### config.mk
export PLATFORM = sky130hd
export DESIGN_NAME = crc_engine_arbiter
export DESIGN_NICKNAME = d
export VERILOG_FILES = /design/src/rtl/crc_pkg.sv /design/src/rtl/crc_engine_arbiter_rr.sv /design/src/rtl/crc_engine_arbiter.sv
export SDC_FILE = /design/constraint.sdc
export NUM_CORES = 1
export LEC_CHECK = 0
export ABC_CLOCK_PERIOD_IN_PS = 2400
export BUFFER_PORTS_ARGS = -buffer_cell sky130_fd_sc_hd__buf_2
export CAP_MARGIN = 20
export CORE_MARGIN = 3
export CORE_UTILIZATION = 30
export CTS_BUF_LIST = sky130_fd_sc_hd__clkbuf_8 sky130_fd_sc_hd__clkbuf_16
export CTS_CLUSTER_SIZE = 30
export DETAILED_ROUTE_END_ITERATION = 16
export PLACE_DENSITY_LB_ADDON = 0.2
export SLEW_MARGIN = 10
export SYNTH_ARGS = -nofsm -noshare
export SYNTH_HDL_FRONTEND = slang
export SYNTH_SLANG_ARGS = --single-unit
export TNS_END_PERCENT = 20
### constraint.sdc
create_clock -name clk -period 2.4 [get_ports clk]
set_clock_uncertainty 0.1 [all_clocks]
set_input_delay 0.12 -clock clk [delete_from_list [all_inputs] [get_ports clk]]
set_output_delay 0.12 -clock clk [all_outputs]
set_load 0.05 [all_outputs]
### src/rtl/crc_pkg.sv
// Shared types and default configuration for the CRC engine arbiter.
// The optional S_WAIT watchdog is enabled by defining CRC_ARB_TIMEOUT_EN.
package crc_pkg;

    typedef enum logic [1:0] {
        S_IDLE,
        S_START,
        S_WAIT,
        S_RESP
    } crc_arb_state_t;

    localparam int DEF_NUM_REQ        = 4;
    localparam int DEF_DATA_WIDTH     = 12;
    localparam int DEF_CRC_WIDTH      = 4;
    localparam int DEF_TIMEOUT_CYCLES = 64;

endpackage

### src/rtl/crc_engine_arbiter_rr.sv
// Combinational round-robin pick: first set request at or after ptr, wrapping.
// Requests at or above ptr are tried first; if none, the full vector is used.
module rr_arbiter #(
    parameter int NUM_REQ = 4,
    parameter int IDX_W   = 2
) (
    input  logic [NUM_REQ-1:0] req,
    input  logic [IDX_W-1:0]   ptr,
    output logic [NUM_REQ-1:0] grant,
    output logic [IDX_W-1:0]   idx
);

    logic [NUM_REQ-1:0] upper_mask;
    logic [NUM_REQ-1:0] masked;
    logic [NUM_REQ-1:0] pick;

    always_comb begin
        upper_mask = '0;
        for (int i = 0; i < NUM_REQ; i++) begin
            upper_mask[i] = (IDX_W'(i) >= ptr);
        end
        masked = req & upper_mask;
        pick   = (|masked) ? masked : req;
        // Isolate the lowest set bit of the chosen vector.
        grant  = pick & (~pick + NUM_REQ'(1));
        idx    = '0;
        for (int i = 0; i < NUM_REQ; i++) begin
            if (grant[i]) begin
                idx = IDX_W'(i);
            end
        end
    end

endmodule

### src/rtl/crc_engine_arbiter.sv
// Shares one CRC engine among NUM_REQ requesters with round-robin arbitration.
// Defining CRC_ARB_TIMEOUT_EN adds a watchdog that ends S_WAIT with rsp_err=1.
module crc_engine_arbiter
    import crc_pkg::*;
#(
    parameter int NUM_REQ        = DEF_NUM_REQ,
    parameter int DATA_WIDTH     = DEF_DATA_WIDTH,
    parameter int CRC_WIDTH      = DEF_CRC_WIDTH,
    parameter int TIMEOUT_CYCLES = DEF_TIMEOUT_CYCLES
) (
    input  logic                          clk,
    input  logic                          rst_n,
    input  logic [NUM_REQ-1:0]            req_valid,
    input  logic [NUM_REQ*DATA_WIDTH-1:0] req_data,
    output logic [NUM_REQ-1:0]            req_ready,
    output logic [NUM_REQ-1:0]            rsp_valid,
    output logic [CRC_WIDTH-1:0]          rsp_crc,
    output logic                          rsp_err,
    output logic                          eng_start,
    output logic [DATA_WIDTH-1:0]         eng_data,
    input  logic [CRC_WIDTH-1:0]          eng_crc,
    input  logic                          eng_done,
    output logic                          busy
);

    localparam int IDX_W = $clog2(NUM_REQ);

    crc_arb_state_t       state;
    crc_arb_state_t       state_next;
    logic [IDX_W-1:0]     rr_ptr;
    logic [IDX_W-1:0]     grant_q;
    logic [NUM_REQ-1:0]   arb_grant;
    logic [IDX_W-1:0]     arb_idx;
    logic [CRC_WIDTH-1:0] crc_q;
    logic                 err_q;
    logic                 eng_done_q;
    logic                 any_req;
    logic                 done_rise;
    logic                 timeout_hit;

    rr_arbiter #(
        .NUM_REQ (NUM_REQ),
        .IDX_W   (IDX_W)
    ) u_rr (
        .req   (req_valid),
        .ptr   (rr_ptr),
        .grant (arb_grant),
        .idx   (arb_idx)
    );

    assign any_req   = |req_valid;
    // Only a fresh 0->1 transition completes a job; a held level does not.
    assign done_rise = eng_done & ~eng_done_q;

`ifdef CRC_ARB_TIMEOUT_EN
    localparam int CNT_W = $clog2(TIMEOUT_CYCLES + 1);
    logic [CNT_W-1:0] wait_cnt;

    always_ff @(posedge clk or negedge rst_n) begin
        if (!rst_n) begin
            wait_cnt <= '0;
        end else if (state != S_WAIT) begin
            wait_cnt <= '0;
        end else begin
            wait_cnt <= wait_cnt + CNT_W'(1);
        end
    end

    assign timeout_hit = (state == S_WAIT) && !done_rise &&
                         (wait_cnt == CNT_W'(TIMEOUT_CYCLES - 1));
`else
    logic unused_timeout_cfg;
    assign unused_timeout_cfg = (TIMEOUT_CYCLES > 0);
    assign timeout_hit        = 1'b0;
`endif

    always_comb begin
        state_next = state;
        case (state)
            S_IDLE:  if (any_req) state_next = S_START;
            S_START: state_next = S_WAIT;
            S_WAIT:  if (done_rise || timeout_hit) state_next = S_RESP;
            S_RESP:  state_next = S_IDLE;
            default: state_next = S_IDLE;
        endcase
    end

    assign req_ready = (state == S_IDLE) ? arb_grant : '0;
    assign eng_start = (state == S_START);
    assign rsp_valid = (state == S_RESP) ? (NUM_REQ'(1) << grant_q) : '0;
    assign busy      = (state != S_IDLE);
    assign rsp_crc   = crc_q;
    assign rsp_err   = err_q;

    always_ff @(posedge clk or negedge rst_n) begin
        if (!rst_n) begin
            state      <= S_IDLE;
            rr_ptr     <= '0;
            grant_q    <= '0;
            eng_data   <= '0;
            crc_q      <= '0;
            err_q      <= 1'b0;
            eng_done_q <= 1'b0;
        end else begin
            state      <= state_next;
            eng_done_q <= eng_done;
            if (state == S_IDLE && any_req) begin
                grant_q  <= arb_idx;
                eng_data <= req_data[arb_idx*DATA_WIDTH +: DATA_WIDTH];
            end
            if (state == S_WAIT) begin
                if (done_rise) begin
                    crc_q <= eng_crc;
                    err_q <= 1'b0;
                end else if (timeout_hit) begin
                    crc_q <= '0;
                    err_q <= 1'b1;
                end
            end
            if (state == S_RESP) begin
                rr_ptr <= (grant_q == IDX_W'(NUM_REQ - 1)) ? '0 : grant_q + IDX_W'(1);
            end
        end
    end

endmodule
* Yosys cells after proc, flatten, opt, wreduce, memory -nomap -nowiden
Cells that the tools add are included.
Storage, ports and cells: flip-flop bits (word level) 23, logic and storage cells 43, output and inout bits 27
Operators by class: bitwise logic cells 5, reductions and logical operators 7, multipliers 1, $lt $le $gt $ge 4, mux-type cells 10, add/sub/neg operators 2, shift-type cells 2, equal/unequal tests 6
Operators with widths (number):
- 48-bit by 7-bit indexed part select with 12-bit output | 1
- 4-bit two-way mux | 3
- 2-bit two-way mux | 5
- 4-bit AND | 2
- 2-bit case mux with 4 select lines | 1
- 4-bit OR reduction | 2
- 2-bit equality test, second input constant | 3
- 4-bit by 1-bit adder with 4-bit output, second input constant | 1
- 1-bit by 2-bit >= comparator with 1-bit output, first input constant | 2
- 2-bit >= comparator, first input constant | 2
- 2-bit by 2-bit multiplier with 4-bit output, second input constant | 1
- 2-bit inequality test, second input constant | 2
- 4-bit inverter | 1
- 2-bit AND reduction | 2
- 1-bit by 2-bit << shifter with 4-bit output, first input constant | 1
- 2-bit by 1-bit adder with 2-bit output, second input constant | 1
- 2-bit by 1-bit equality test with 1-bit output, second input constant | 1
- 2-bit zero test | 1
- 2-bit nonzero test | 1
- 1-bit AND | 1
- 1-bit logical AND | 1
- 1-bit two-way mux | 1
- 1-bit inverter | 1

* Logic depth before layout (Yosys ltp)
Gate-level depths: netlist (run 1).
depth after elaboration 12, mapped depth 8

* Cells and area by module
Synthesis (run 1) repeated with hierarchy kept, for this count alone.
Second synthesis, totals: cells, all modules 120, area total of the unflattened synthesis 1540.2 µm²
By module, submodules not included:
- crc_engine_arbiter | sequential area each 575.6 µm², cells an instance 92, area an instance 1375.1 µm², times used 1
- rr_arbiter | sequential area each 0.0 µm², cells an instance 28, area an instance 165.2 µm², times used 1

* Worst setup path before layout (run 1)
OpenSTA, ideal clock, no wires.
path kind flip-flop to output port, from register rr_ptr[1], to output req_ready[3], data required time 2180 ps, data arrival time 2136 ps, stages on the path, launching flop included 7, path slack 44 ps, path through dfrtp_1 buf_6 nor2b_1 o21ai_0 a21oi_1 o21ai_0 a211oi_1
On the way: longest elaborated chain between the ends 8
RTL lines:
- start, declared | line crc_engine_arbiter.sv:30 | logic [IDX_W-1:0] rr_ptr;
- start signal, assigned | line crc_engine_arbiter.sv:121 | rr_ptr <= (grant_q == IDX_W'(NUM_REQ - 1)) ? '0 : grant_q + IDX_W'(1);
- 1-bit by 2-bit >= comparator with 1-bit output or 2-bit >= comparator (tied branches) | line crc_engine_arbiter_rr.sv:20 | upper_mask[i] = (IDX_W'(i) >= ptr);
- 4-bit AND * | line crc_engine_arbiter_rr.sv:22 | masked = req & upper_mask;
- 4-bit OR reduction | line crc_engine_arbiter_rr.sv:23 | pick = (|masked) ? masked : req;
- 4-bit two-way mux * | line crc_engine_arbiter_rr.sv:23
- 4-bit inverter | line crc_engine_arbiter_rr.sv:25 | grant = pick & (~pick + NUM_REQ'(1));
- 4-bit by 1-bit adder with 4-bit output | line crc_engine_arbiter_rr.sv:25
- 4-bit AND * | line crc_engine_arbiter_rr.sv:25
- 4-bit two-way mux * | line crc_engine_arbiter.sv:88 | assign req_ready = (state == S_IDLE) ? arb_grant : '0;
- end, declared | line crc_engine_arbiter.sv:15 | output logic [NUM_REQ-1:0] req_ready,
Mark *: on every way between the ends. The rest lies on a longest branch, timed or not.

* Worst setup path in the final report (run 1)
from register rr_ptr[1], to output req_ready[1]
The elaborated chain is that of the path after synthesis.

==> results.cfg, run 1 <==
[logic_synthesis]
yosys.area.top_type = dfrtp_1
yosysSeqAreaShare_pct = 37.2
ys_top_cells_by_count = 23 x dfrtp_1, 16 x nand2_1, 12 x nor2_1
synth_fp_nets = 229
synth-compound-area-share_pct = 22.4
synthCells = 162
synth-xor-area-share_pct = 0
synth_warnings = 0
synthAdderAreaFrac_pct = 6.47
synth_edf_count = 0
synth_top_family_by_area = compound AO/OA/AOI/OAI gates
yosysMostFrequentCell = dfrtp_1
ys_seq_elements = 23
postSynth.asyncResetShare_pct = 100
syn-cell-area_um2 = 1550
ys_types = 37
synth_area_leaders = dfrtp_1 37%, ha_1 6.5%, mux2i_1 6.5%
synth.top_cell.area_share_pct = 37.2
synth_top_flop_cell = dfrtp_1
synthMuxAreaShare_pct = 10.1
synth-simple-area-share_pct = 16.9
syn_avg_cell_area_um2 = 9.55

[clock_tree]
cts.clk_slew.worst_paths_ps = 80
cts_setup_buffers = 0
cts_tree = yes
clockBufferDepth = 2
root_buffer = clkbuf_8
cts_resized = 0
cts_max_level = 1
insertion_delay_ps = 260
cts_made_buffers = 3
hold_buffers = 6
cts_sinks = 23

[floorplan]
chipHeight_um = 77.8
die_w_um = 77.8
io-pin-count = 86
core_um2 = 4850
rows = 25
initial_core_util_pct = 31.9
die-area_um2 = 6050

[pwr]
p_leak_nw = 1.06
cellPowerDensity_nw_per_um2 = 1300
totalPowerFinal_mw = 2.73
max-vdd-ir-drop_mv = 0.567

[place]
port_buffers = 84
place_hpwl_mm = 3.22
place_congestion = 0.750

[timing]
rsz0062_at_grt = no
worst_pin_slew_ps = 552
tns_ps = 0
setup_viol = 0
drv_slew = 0
max_slew_margin_pct = 62.9
max_freq_ghz = 0.485
fin_crit_ps = 2060
min_period_over_period_pct = 85.9
hold_viol = 0

[final_layout]
antenna_cells = 0
nets = 318
area_delta_synth_final_pct = 35.9
n_fill_cell = 480
drive_gt1_share_pct = 40.0

[global_routing]
grt_antenna_before_repair = 0
grt_max_degree = 24
grt_pass1_vias = 1519
grt_overflow_total = 0
grt_usage_pct = 13.7
grt_pass1_wl_mm = 6.79

[routing]
m1WireLength_mm = 1.94
routed_wl_mm = 4.16
ant_nets = 0
dr_wl_met3_um = 286
drt_iter0_markers = 60
wl_met2_mm = 1.91
num_vias = 1506
highest_layer = met4
vias_per_cell = 4.75
drc = 0
wire_per_inst_um = 13.1
first_pass_iters = 4

[worst_setup_path]
end_kind = primary output
cp_top_family = compound AO/OA/AOI/OAI gates
cp.required_ps = 2180
critPathMaxStageDelay_ps = 480
crit_arrival_ps = 1840
cp_max_fo = 13
path_buf_inv = 1
cpMaxStageDelayCell = dfrtp_1
critPathKind = reg -> out
path_cells = a21oi_1, o211a_1, and2_1, buf_2
start_kind = flop

[min_path]
hp-class = in -> reg

[run_status]
status = finished clean

[run]
maxCapViolCount = 0
per-stage QoR:
step | cell area, um^2 | utilization [%] | std cells | hold slack (ps) | worst slack, ps
2_1_floorplan | 1550 | - | 162 | -276 | 43.7
3_3_place_gp | 2000 | 41.2 | 307 | 37.4 | 494
3_5_place_dp | 2000 | 41.2 | 307 | 40.1 | 457
4_1_cts | 2100 | 43.4 | 317 | 2.32 | 302
5_1_grt | 2100 | 43.4 | 317 | 17.5 | 167
6_report | 2100 | 43.4 | 317 | 8.92 | 337
kinds of logic (layout without fill, tap and decap cells):
kind of cell	Yosys count	count (layout)
and+or+nand+nor	53	53
DFF	23	23
other	1	1
muxes	15	15
buffers and inverters	16	104
AOI/OAI and AO/OA	46	46
adders and majority gates	8	8
layer usage:
| metal | GRT usage [%] | vias up |
|---|---|---|
| met2 | 22.0 | 59 |
| li1 | - | 766 |
| met3 | 2.55 | 2 |
| met1 | 18.6 | 679 |
| met5 | 0 | - |
| met4 | 4.27 | 0 |
placed cells by master, fill, tap and decap left out, drive strengths merged:
cell / netlist / layout
a221o: 1 / 1
o21ai: 10 / 10
a22oi: 2 / 2
inv: 7 / 8
nor4: 4 / 4
o21bai: 1 / 1
nand3: 6 / 6
nand3b: 1 / 1
conb: 1 / 1
mux2i: 10 / 10
or3: 1 / 1
a31oi: 3 / 3
nor2b: 4 / 4
a21oi: 4 / 4
ha: 8 / 8
o221ai: 9 / 9
clkbuf: 2 / 3
a211oi: 1 / 1
nor2: 12 / 12
nand2b: 2 / 2
mux2: 5 / 5
o22a: 1 / 1
nor3: 1 / 1
nand2: 16 / 16
o21ba: 1 / 1
o211ai: 9 / 9
o211a: 1 / 1
o31a: 3 / 3
dfrtp: 23 / 23
dlygate4sd3: 0 / 6
buf: 7 / 87
and2: 6 / 6
final timing paths:
| kind | start | endpoint | slack (ps) | cells past startpoint |
|---|---|---|---|---|
| max | rr_ptr[1] | req_ready[1] | 340 | 4 |
| min reg2reg | eng_data[10] | eng_data[10] | 410 | 2 |
| max reg2reg | rr_ptr[1] | eng_data[6] | 430 | 6 |
| max in group asynchronous | rst_n | state[1] | 1580 | 2 |
| min in group asynchronous | rst_n | eng_data[3] | 260 | 2 |
| min | req_data[31] | eng_data[7] | 9 | 3 |
worst register-to-register path, delay by kind of cell (launching register included):
family	cells	cell delay (ps)
and+or+nand+nor	2	450
AOI/OAI and AO/OA	2	330
buffers and inverters	1	230
muxes	1	220
DFF	1	500
cell type report:
type | count | area (um^2) | share of cell area, %
Multi-Input combinational cell | 123 | 868 | 41.3
Sequential cell | 23 | 576 | 27.4
Timing Repair Buffer | 93 | 503 | 23.9
Tap cell | 67 | 83.8 | 3.99
Clock buffer | 3 | 41.3 | 1.96
Inverter | 7 | 26.3 | 1.25
Clock inverter | 1 | 3.75 | 0.179
registers in the layout, summed over array words and instances (netlist names):
name        cells
eng_data       12
eng_done_q      1
grant_q         2
rr_ptr          2
rsp_crc         4
state           2
where the power goes:
part / total (mW) / switching, mW / leakage, nW / internal (mW)
Combinational: 1.78 / 1.23 / 0.751 / 0.548
Sequential: 0.719 / 0.140 / 0.277 / 0.579
Clock: 0.236 / 0.122 / 0.0269 / 0.114
(Power assumes the default switching activity.)
==> run 2: changes to the inputs <==
--- a/config.mk
+++ b/config.mk
@@ -13,6 +13,7 @@
 export CTS_BUF_LIST = sky130_fd_sc_hd__clkbuf_8 sky130_fd_sc_hd__clkbuf_16
 export CTS_CLUSTER_SIZE = 30
 export DETAILED_ROUTE_END_ITERATION = 16
+export GPL_TIMING_DRIVEN = 0
 export PLACE_DENSITY_LB_ADDON = 0.2
 export SLEW_MARGIN = 10
 export SYNTH_ARGS = -nofsm -noshare
==> run 2 against run 1 <==
  * Hold slack improved by 4.5 ps
  * Largest power group unchanged
  * Global-route usage decreased by 0.11 points
  * Final area increased by 2.6%
  * Via count increased by 1.2%
  * Highest routed layer unchanged
  * Die area unchanged
  * Critical path depth increased by 2
  * Critical path type unchanged
  * Clock-buffer cell count unchanged
  * Non-clock buffer count increased by 6
  * Sequential power decreased by 3%
  * Combinational power increased by 3%
  * Largest cell class unchanged
  * Total power increased by 1.5%
==> results.cfg, run 2 (synthesis gave the netlist of run 1 again) <==
[clock_tree]
clockBufferDepth = 2
cts_max_level = 1
cts_setup_buffers = 0
cts.clk_slew.worst_paths_ps = 80
cts_made_buffers = 3
insertion_delay_ps = 260
cts_sinks = 23
root_buffer = clkbuf_8
cts_tree = yes

[timing]
min_period_over_period_pct = 91.7
setup_viol = 0
rsz0062_at_grt = no
drv_slew = 0
fin_hold_ws_ps = 13.4
max_freq_ghz = 0.454
fin_ws_ps = 198
hold_viol = 0
worst_pin_slew_ps = 556
fin_crit_ps = 2200
tns_ps = 0
max_slew_margin_pct = 62.8

[place]
place_congestion = 0.761
port_buffers = 84
placed_area_um2 = 2050
place_ws_ps = 205
dp_cells = 313
place_hpwl_mm = 3.24

[worst_setup_path]
path_buf_inv = 3
cp.required_ps = 2180
cpMaxStageDelayCell = clkbuf_1
cp_max_fo = 10
start_kind = flop
path_cells = buf_6, a21oi_1, o211a_1, clkbuf_1, and2_1, buf_2
cp_top_family = buffers and inverters
r2r_slack_ps = 220
critPathMaxStageDelay_ps = 410
end_kind = primary output
critPathKind = reg -> out
crit_arrival_ps = 1980

[floorplan]
rows = 25
die-area_um2 = 6050
core_um2 = 4850
chipHeight_um = 77.8
die_w_um = 77.8
initial_core_util_pct = 31.9
io-pin-count = 86

[routing]
highest_layer = met4
vias_per_cell = 4.72
wire_per_inst_um = 12.8
dr_wl_met3_um = 289
drt_iter0_markers = 46
routed_wl_mm = 4.13
drc = 0
num_vias = 1524
first_pass_iters = 4
m1WireLength_mm = 1.86
ant_nets = 0
wl_met2_mm = 1.95

[global_routing]
grt_antenna_before_repair = 0
grt_usage_pct = 13.6
grt_overflow_total = 0
grt_pass1_wl_mm = 6.79
grt_pass1_vias = 1501
grt_max_degree = 24

[run]
maxCapViolCount = 0

[final_layout]
nets = 324
area_delta_synth_final_pct = 39.4
instances_no_fill = 323
drive_gt1_share_pct = 40.6
final_common_cell = buf_2
antenna_cells = 0
largest_reg_flops = 12
utilization_pct = 44.5
top_register = eng_data
most-common-layout-cells = 85 x buf_2, 23 x dfrtp_1, 16 x nand2_1
fin_area_um2 = 2160

[pwr]
totalPowerFinal_mw = 2.77
p_leak_nw = 1.08
max-vdd-ir-drop_mv = 0.627
cellPowerDensity_nw_per_um2 = 1290

[min_path]
hp-class = in -> reg

[run_status]
status = finished clean
[run 2: cell count changes in the layout (fill, tap and decap cells not counted), sizes merged]
cell	previous run	this run
clkbuf	3	5
buf	87	91
[run 2: what timing repair did]
| action | in CTS | in global routing |
|---|---|---|
| resized for setup | 0 | 0 |
| hold endpoints to repair | 28 | 0 |
| hold buffers | 6 | 0 |
[run 2: power by group]
group,internal (mW),switching [mW]
sequential,0.579,0.121
clock,0.114,0.124
combinational,0.580,1.26
total,1.27,1.50
[run 2: worst min-delay path, cell delays in order]
cell and delay [ps]:
buf_2 100, nand3_1 50, a31oi_1 70
[run 2: area by class of cell]
| class | count | area [um^2] |
|---|---|---|
| Buffer | 9 | 76.3 |
| Clock buffer | 3 | 41.3 |
| Clock inverter | 1 | 3.75 |
| Fill cell | 489 | 2690 |
| Inverter | 7 | 26.3 |
| Multi-Input combinational cell | 123 | 868 |
| Sequential cell | 23 | 576 |
| Tap cell | 67 | 83.8 |
| Timing Repair Buffer | 90 | 480 |
[run 2: worst paths after layout]
kind,from,cells after the start,endpoint
max,rr_ptr[1],6,req_ready[1]
min,req_data[43],3,eng_data[7]
max reg2reg,state[0],6,eng_data[3]
min reg2reg,eng_data[6],2,eng_data[6]
max in group asynchronous,rst_n,2,state[0]
min in group asynchronous,rst_n,2,eng_data[3]
[run 2: per-layer routing]
metal	global-route usage, %	vias up
met2	22.2	55
met5	0	-
met1	17.6	685
met4	4.80	0
met3	3.02	2
li1	-	782
